## src/rtl/rv_retire_trace_buffer.sv

```systemverilog
// rv_retire_trace_buffer: filtered, canonicalised retire-trace FIFO with show-ahead valid/ready drain.
// Optional back-pressure output enabled by defining RV_RETIRE_TRACE_STALL_EN.
module rv_retire_trace_buffer #(
   parameter int XLEN   = 32,
   parameter int DEPTH  = 8,
   parameter int WARMUP = 3,
   parameter int CNT_W  = 32
) (
   input  logic                     clk_i,
   input  logic                     rstn_i,
   input  logic                     clear_i,
   input  logic                     ret_valid_i,
   input  logic [XLEN-1:0]          ret_pc_i,
   input  logic [31:0]              ret_instr_i,
   input  logic [4:0]               ret_rd_i,
   input  logic [XLEN-1:0]          ret_rd_data_i,
   input  logic                     ret_mem_we_i,
   input  logic [XLEN-1:0]          ret_mem_addr_i,
   input  logic [XLEN-1:0]          ret_mem_data_i,
   output logic                     tr_valid_o,
   input  logic                     tr_ready_i,
   output logic [XLEN-1:0]          tr_pc_o,
   output logic [31:0]              tr_instr_o,
   output logic [4:0]               tr_rd_o,
   output logic [XLEN-1:0]          tr_rd_data_o,
   output logic                     tr_mem_we_o,
   output logic [XLEN-1:0]          tr_mem_addr_o,
   output logic [XLEN-1:0]          tr_mem_data_o,
   output logic [$clog2(DEPTH):0]   level_o,
   output logic                     overflow_o,
   output logic [CNT_W-1:0]         drop_cnt_o,
   output logic [CNT_W-1:0]         instret_o,
   output logic                     stall_req_o
);
   localparam int AW = $clog2(DEPTH);
   localparam int LW = AW + 1;
   typedef struct packed {
      logic [XLEN-1:0] pc;
      logic [31:0]     instr;
      logic [4:0]      rd;
      logic [XLEN-1:0] rd_data;
      logic            mem_we;
      logic [XLEN-1:0] mem_addr;
      logic [XLEN-1:0] mem_data;
   } rec_t;
   rec_t            r_mem [DEPTH];
   rec_t            w_rec, w_head;
   logic [AW-1:0]   r_wr, r_rd;
   logic [LW-1:0]   r_level;
   logic [31:0]     r_warm;
   logic [CNT_W-1:0] r_drop, r_instret;
   logic            r_ovf;
   logic            w_is_bs, w_q, w_full, w_pop, w_push, w_drop;
   always_comb begin
      w_is_bs        = (ret_instr_i[6:0] == 7'b1100011) || (ret_instr_i[6:0] == 7'b0100011);
      w_rec.pc       = ret_pc_i;
      w_rec.instr    = ret_instr_i;
      w_rec.rd       = w_is_bs ? 5'd0 : ret_rd_i;
      w_rec.rd_data  = (w_is_bs || ret_rd_i == 5'd0) ? '0 : ret_rd_data_i;
      w_rec.mem_we   = ret_mem_we_i;
      w_rec.mem_addr = ret_mem_we_i ? ret_mem_addr_i : '0;
      w_rec.mem_data = ret_mem_we_i ? ret_mem_data_i : '0;
      w_q            = ret_valid_i && (r_warm == 32'd0) && (ret_instr_i != 32'h0) && !clear_i;
      w_full         = r_level == LW'(DEPTH);
      w_pop          = (r_level != '0) && tr_ready_i && !clear_i;
      w_push         = w_q && (!w_full || w_pop);
      w_drop         = w_q && w_full && !w_pop;
   end
   always_ff @(posedge clk_i or negedge rstn_i) begin
      if (!rstn_i) begin
         for (int i = 0; i < DEPTH; i++) r_mem[i] <= '0;
         r_wr      <= '0;
         r_rd      <= '0;
         r_level   <= '0;
         r_ovf     <= 1'b0;
         r_drop    <= '0;
         r_instret <= '0;
         r_warm    <= 32'(WARMUP);
      end else begin
         if (r_warm != 32'd0) r_warm <= r_warm - 32'd1;
         r_instret <= r_instret + CNT_W'(w_q);
         if (clear_i) begin
            r_level <= '0;
            r_rd    <= r_wr;
            r_ovf   <= 1'b0;
         end else begin
            if (w_push) begin
               r_mem[r_wr] <= w_rec;
               r_wr        <= r_wr + AW'(1);
            end
            if (w_pop) r_rd <= r_rd + AW'(1);
            r_level <= r_level + LW'(w_push) - LW'(w_pop);
            if (w_drop) begin
               r_ovf  <= 1'b1;
               r_drop <= r_drop + CNT_W'(1);
            end
         end
      end
   end
   assign w_head        = r_mem[r_rd];
   assign tr_valid_o    = r_level != '0;
   assign tr_pc_o       = w_head.pc;
   assign tr_instr_o    = w_head.instr;
   assign tr_rd_o       = w_head.rd;
   assign tr_rd_data_o  = w_head.rd_data;
   assign tr_mem_we_o   = w_head.mem_we;
   assign tr_mem_addr_o = w_head.mem_addr;
   assign tr_mem_data_o = w_head.mem_data;
   assign level_o       = r_level;
   assign overflow_o    = r_ovf;
   assign drop_cnt_o    = r_drop;
   assign instret_o     = r_instret;
`ifdef RV_RETIRE_TRACE_STALL_EN
   assign stall_req_o   = r_level >= LW'(DEPTH - 2);
`else
   assign stall_req_o   = 1'b0;
`endif
endmodule

```

## config.mk

```make
export PLATFORM = sky130hd
export DESIGN_NAME = rv_retire_trace_buffer
export DESIGN_NICKNAME = d
export VERILOG_FILES = /design/src/rtl/rv_retire_trace_buffer.sv
export SDC_FILE = /design/constraint.sdc
export NUM_CORES = 2
export LEC_CHECK = 0
export BUFFER_PORTS_ARGS = -buffer_cell sky130_fd_sc_hd__buf_2
export CAP_MARGIN = 25
export CORE_MARGIN = 3
export CORE_UTILIZATION = 45
export DETAILED_ROUTE_END_ITERATION = 10
export GPL_TIMING_DRIVEN = 0
export MAX_ROUTING_LAYER = met4
export RECOVER_POWER = 25
export SLEW_MARGIN = 10
export SYNTH_ARGS = -nofsm -noshare
export SYNTH_HDL_FRONTEND = slang
export SYNTH_SLANG_ARGS = --single-unit
```

## constraint.sdc

```tcl
create_clock -name clk_i -period 6.43 [get_ports clk_i]
set_clock_uncertainty 0.1 [all_clocks]
set_input_delay 0.3215 -clock clk_i [delete_from_list [all_inputs] [get_ports clk_i]]
set_output_delay 0.3215 -clock clk_i [all_outputs]
set_load 0.1 [all_outputs]
```

==> metrics.cfg <==
[run_status]
outcome = finished, violations left
violations = capacitance limit, slew limit

[global_route]
first_global_vias = 39810
antenna_found_initial = 16
grt_usage_pct = 23.2
grt_max_degree = 145
gr-total-overflow = 0
grt_pass1_wl_microns = 256000

[floorplanning]
design.core.area_sq_mm = 0.144
fp.dieArea_sq_mm = 0.150
rows = 139
ios = 408
initial_core_util_pct = 45.4
die_w_microns = 387
die_h_microns = 387

[synthesis]
netlist_instances = 4112
synth_edf_count = 0
synth.area.mux_share_pct = 37.2
synthSimpleGateAreaFrac_pct = 3.32
yosys.area_share.adder_pct = 0.279
synth_top_family_by_area = multiplexers
synth_fp_nets = 4297
syn_area_per_cell_sq_um = 15.9
netlist_area_sq_mm = 0.0654
synth-seq-cells = 1435
synthFlopType = dfrtp_1
ys_warn_count = 0
synth-compound-area-share_pct = 0.134
yosysSeqAreaShare_pct = 54.9
async_flop_share_pct = 100
synthXorXnorAreaFrac_pct = 1.27
synth.distinct_cells = 51

[route]
drt-pass1-iter-count = 6
drc = 0
ant_nets = 0
drt-initial-drc-count = 1968
via_count = 37243
wl_per_cell_microns = 24.4
routed_wl_microns = 167000
vias_per_cell = 5.46

[clock_network]
cts_made_buffers = 160
cts_tree = built
cts_setup_buffers = 0
cts.clk_slew.worst_paths_ns = 0.06
clock_sinks = 1435
htree_levels = 4
cts-root-buf = clkbuf_16
clockBufferDepth = 3
clock_latency_ns = 0.78

[timing]
slew_headroom_pct = -141
setup_tns_ns = 0
setup_viol = 0
tightestPinTransition_ns = 3.61
hold_viol = 0
finalMaxSlewViolations = 546
holdWs_ns = 0.0908
rsz0062_at_grt = false
fmax_mhz = 205
fin_crit_sh_pct = 75.7
fin_crit_ns = 4.87

[worst_setup_path]
rr_startpoint = r_warm[25]$_DFFE_PN0P_
timing.reg2reg.worst_path_depth = 11
worst_setup_path_start_kind = input port
crit_type = input port to flip-flop
endpoint_kind = flip-flop
critPathMaxFanout = 10
crit_arrival_ns = 5.45
worstReg2RegEnd = instret_o[18]$_DFF_PN0_
rrSetupSlack_ns = 1.71
crit_required_ns = 7.01

[cells_and_area]
area_growth_pct = 16.9
nNetsFinal = 4976
drive_gt1_share_pct = 31.1

[placement]
hpwl_microns = 110000
gp_congestion = 0.769
portBuffers = 402

[min_path]
hold_depth = 4
min_path_type = input port to flip-flop
worstHoldStart = ret_rd_data_i[2]
min_to = r_mem[1229]$_DFFE_PN0P_

[run]
cap_violations = 4

through the flow:
step                cells  utilization (%)  area, sq um  worst slack [ns]
floorplan            4112                -        65400              2.82
global placement     6417             48.5        69800            -27.93
detailed placement   6439             48.8        70200              1.30
CTS                  6796             53.0        76300              1.41
global route         6825             53.1        76400             0.976
finish               6827             53.1        76400              1.56
state kept, by name, indices dropped and copies added, names as in the netlist:
| name | count |
|---|---|
| drop_cnt_o | 32 |
| instret_o | 32 |
| level_o | 4 |
| overflow_o | 1 |
| r_mem | 1328 |
| r_rd | 3 |
| r_warm | 32 |
| r_wr | 3 |
worst max path at each step:
stage                         start                 endpoint  slack (ns)  cells after the start
4_1_cts         r_rd[0]$_DFFE_PN0P_           tr_instr_o[21]        1.41                      7
3_5_place_dp         ret_instr_i[5]  instret_o[26]$_DFF_PN0_        1.30                     14
3_3_place_gp                 rstn_i   r_mem[707]$_DFFE_PN0P_      -27.93                      1
6_report             ret_instr_i[5]  instret_o[26]$_DFF_PN0_        1.56                     15
2_1_floorplan  level_o[2]$_DFF_PN0_     level_o[1]$_DFF_PN0_        2.82                     10
5_1_grt                      rstn_i  r_mem[1209]$_DFFE_PN0P_        0.98                      4
Yosys cell counts, types with 2 or more instances:
cell	count	share of area, %
buf_6	3	0.052
or3_1	6	0.057
nand3_1	30	0.23
nor4b_1	12	0.16
dfrtp_1	1433	55
buf_2	54	0.41
or2_2	4	0.038
o21ai_0	6	0.046
nand2_1	33	0.19
nor4_4	4	0.13
and2_1	98	0.94
buf_1	129	0.74
mux4_2	332	11
mux2_2	376	6.5
nand4_1	17	0.16
nor4_1	27	0.26
or4_1	6	0.069
nand3b_1	4	0.046
nor3_1	23	0.18
xor2_1	54	0.72
nor4_2	9	0.17
xnor2_1	41	0.55
buf_4	95	1.1
a21oi_1	3	0.023
nand2b_1	5	0.048
and3_1	6	0.057
clkbuf_1	85	0.49
mux2_1	1120	19
nor2_1	32	0.18
inv_1	12	0.069
and4_1	7	0.094
nor3b_1	2	0.023
dfstp_2	2	0.080
nand4b_1	7	0.094
ha_1	13	0.25
nor2b_1	7	0.067
cells by family after synthesis:
family,count (synthesis)
xor+xnor,95
buf+inv,378
flops,1435
fa+ha+maj,14
compound gates,14
mux,1829
other cells,1
simple gates,346
cells in the final DEF (no fill, tap or decap), types with 38 or more instances in the layout:
cell | Yosys | routed
and2_1 | 98 | 98
buf_1 | 129 | 129
buf_2 | 54 | 398
buf_4 | 95 | 95
clkbuf_1 | 85 | 176
clkbuf_16 | 0 | 164
clkbuf_8 | 0 | 38
dfrtp_1 | 1433 | 1433
dlygate4sd3_1 | 0 | 69
mux2_1 | 1120 | 1120
mux2_2 | 376 | 376
mux4_2 | 332 | 332
xnor2_1 | 41 | 41
xor2_1 | 54 | 54
timing repair:
item | CTS | global route
hold buffers | 69 | 0
resized for setup | 0 | 0
endpoints found under the hold margin | 692 | 0
routing by layer:
metal,global-route usage [%],part of all wire (%)
met5,-,0
met4,6.93,2.8
met1,31.4,45
met3,4.68,4.7
met2,35.5,47
critical path, cell delays in order:
cell and delay [ns]:
dlygate4sd3_1 0.58, clkbuf_1 0.25, nor4_1 0.68, nand4_1 0.24, nor3_4 0.65, buf_2 0.39, clkbuf_1 0.53, nor3_1 0.37
ha_1 0.40, ha_1 0.27, nand3_1 0.16, nor2_1 0.10, and2_1 0.23, nand4_1 0.13, xnor2_1 0.12
final cells by class:
type                            count  area (sq um)
Fill cell                       12110         67600
Buffer                            366          1820
Tap cell                         1903          2380
Inverter                           12          45.0
Clock inverter                     50           573
Multi-Input combinational cell   2299         27600
Clock buffer                      238          4760
Timing Repair Buffer              517          3310
Antenna cell                        7          17.5
Sequential cell                  1435         35900
Power is left out: the tool's default activity adds up to more than one toggle a clock period on the data nets, which glitch-free logic cannot reach.
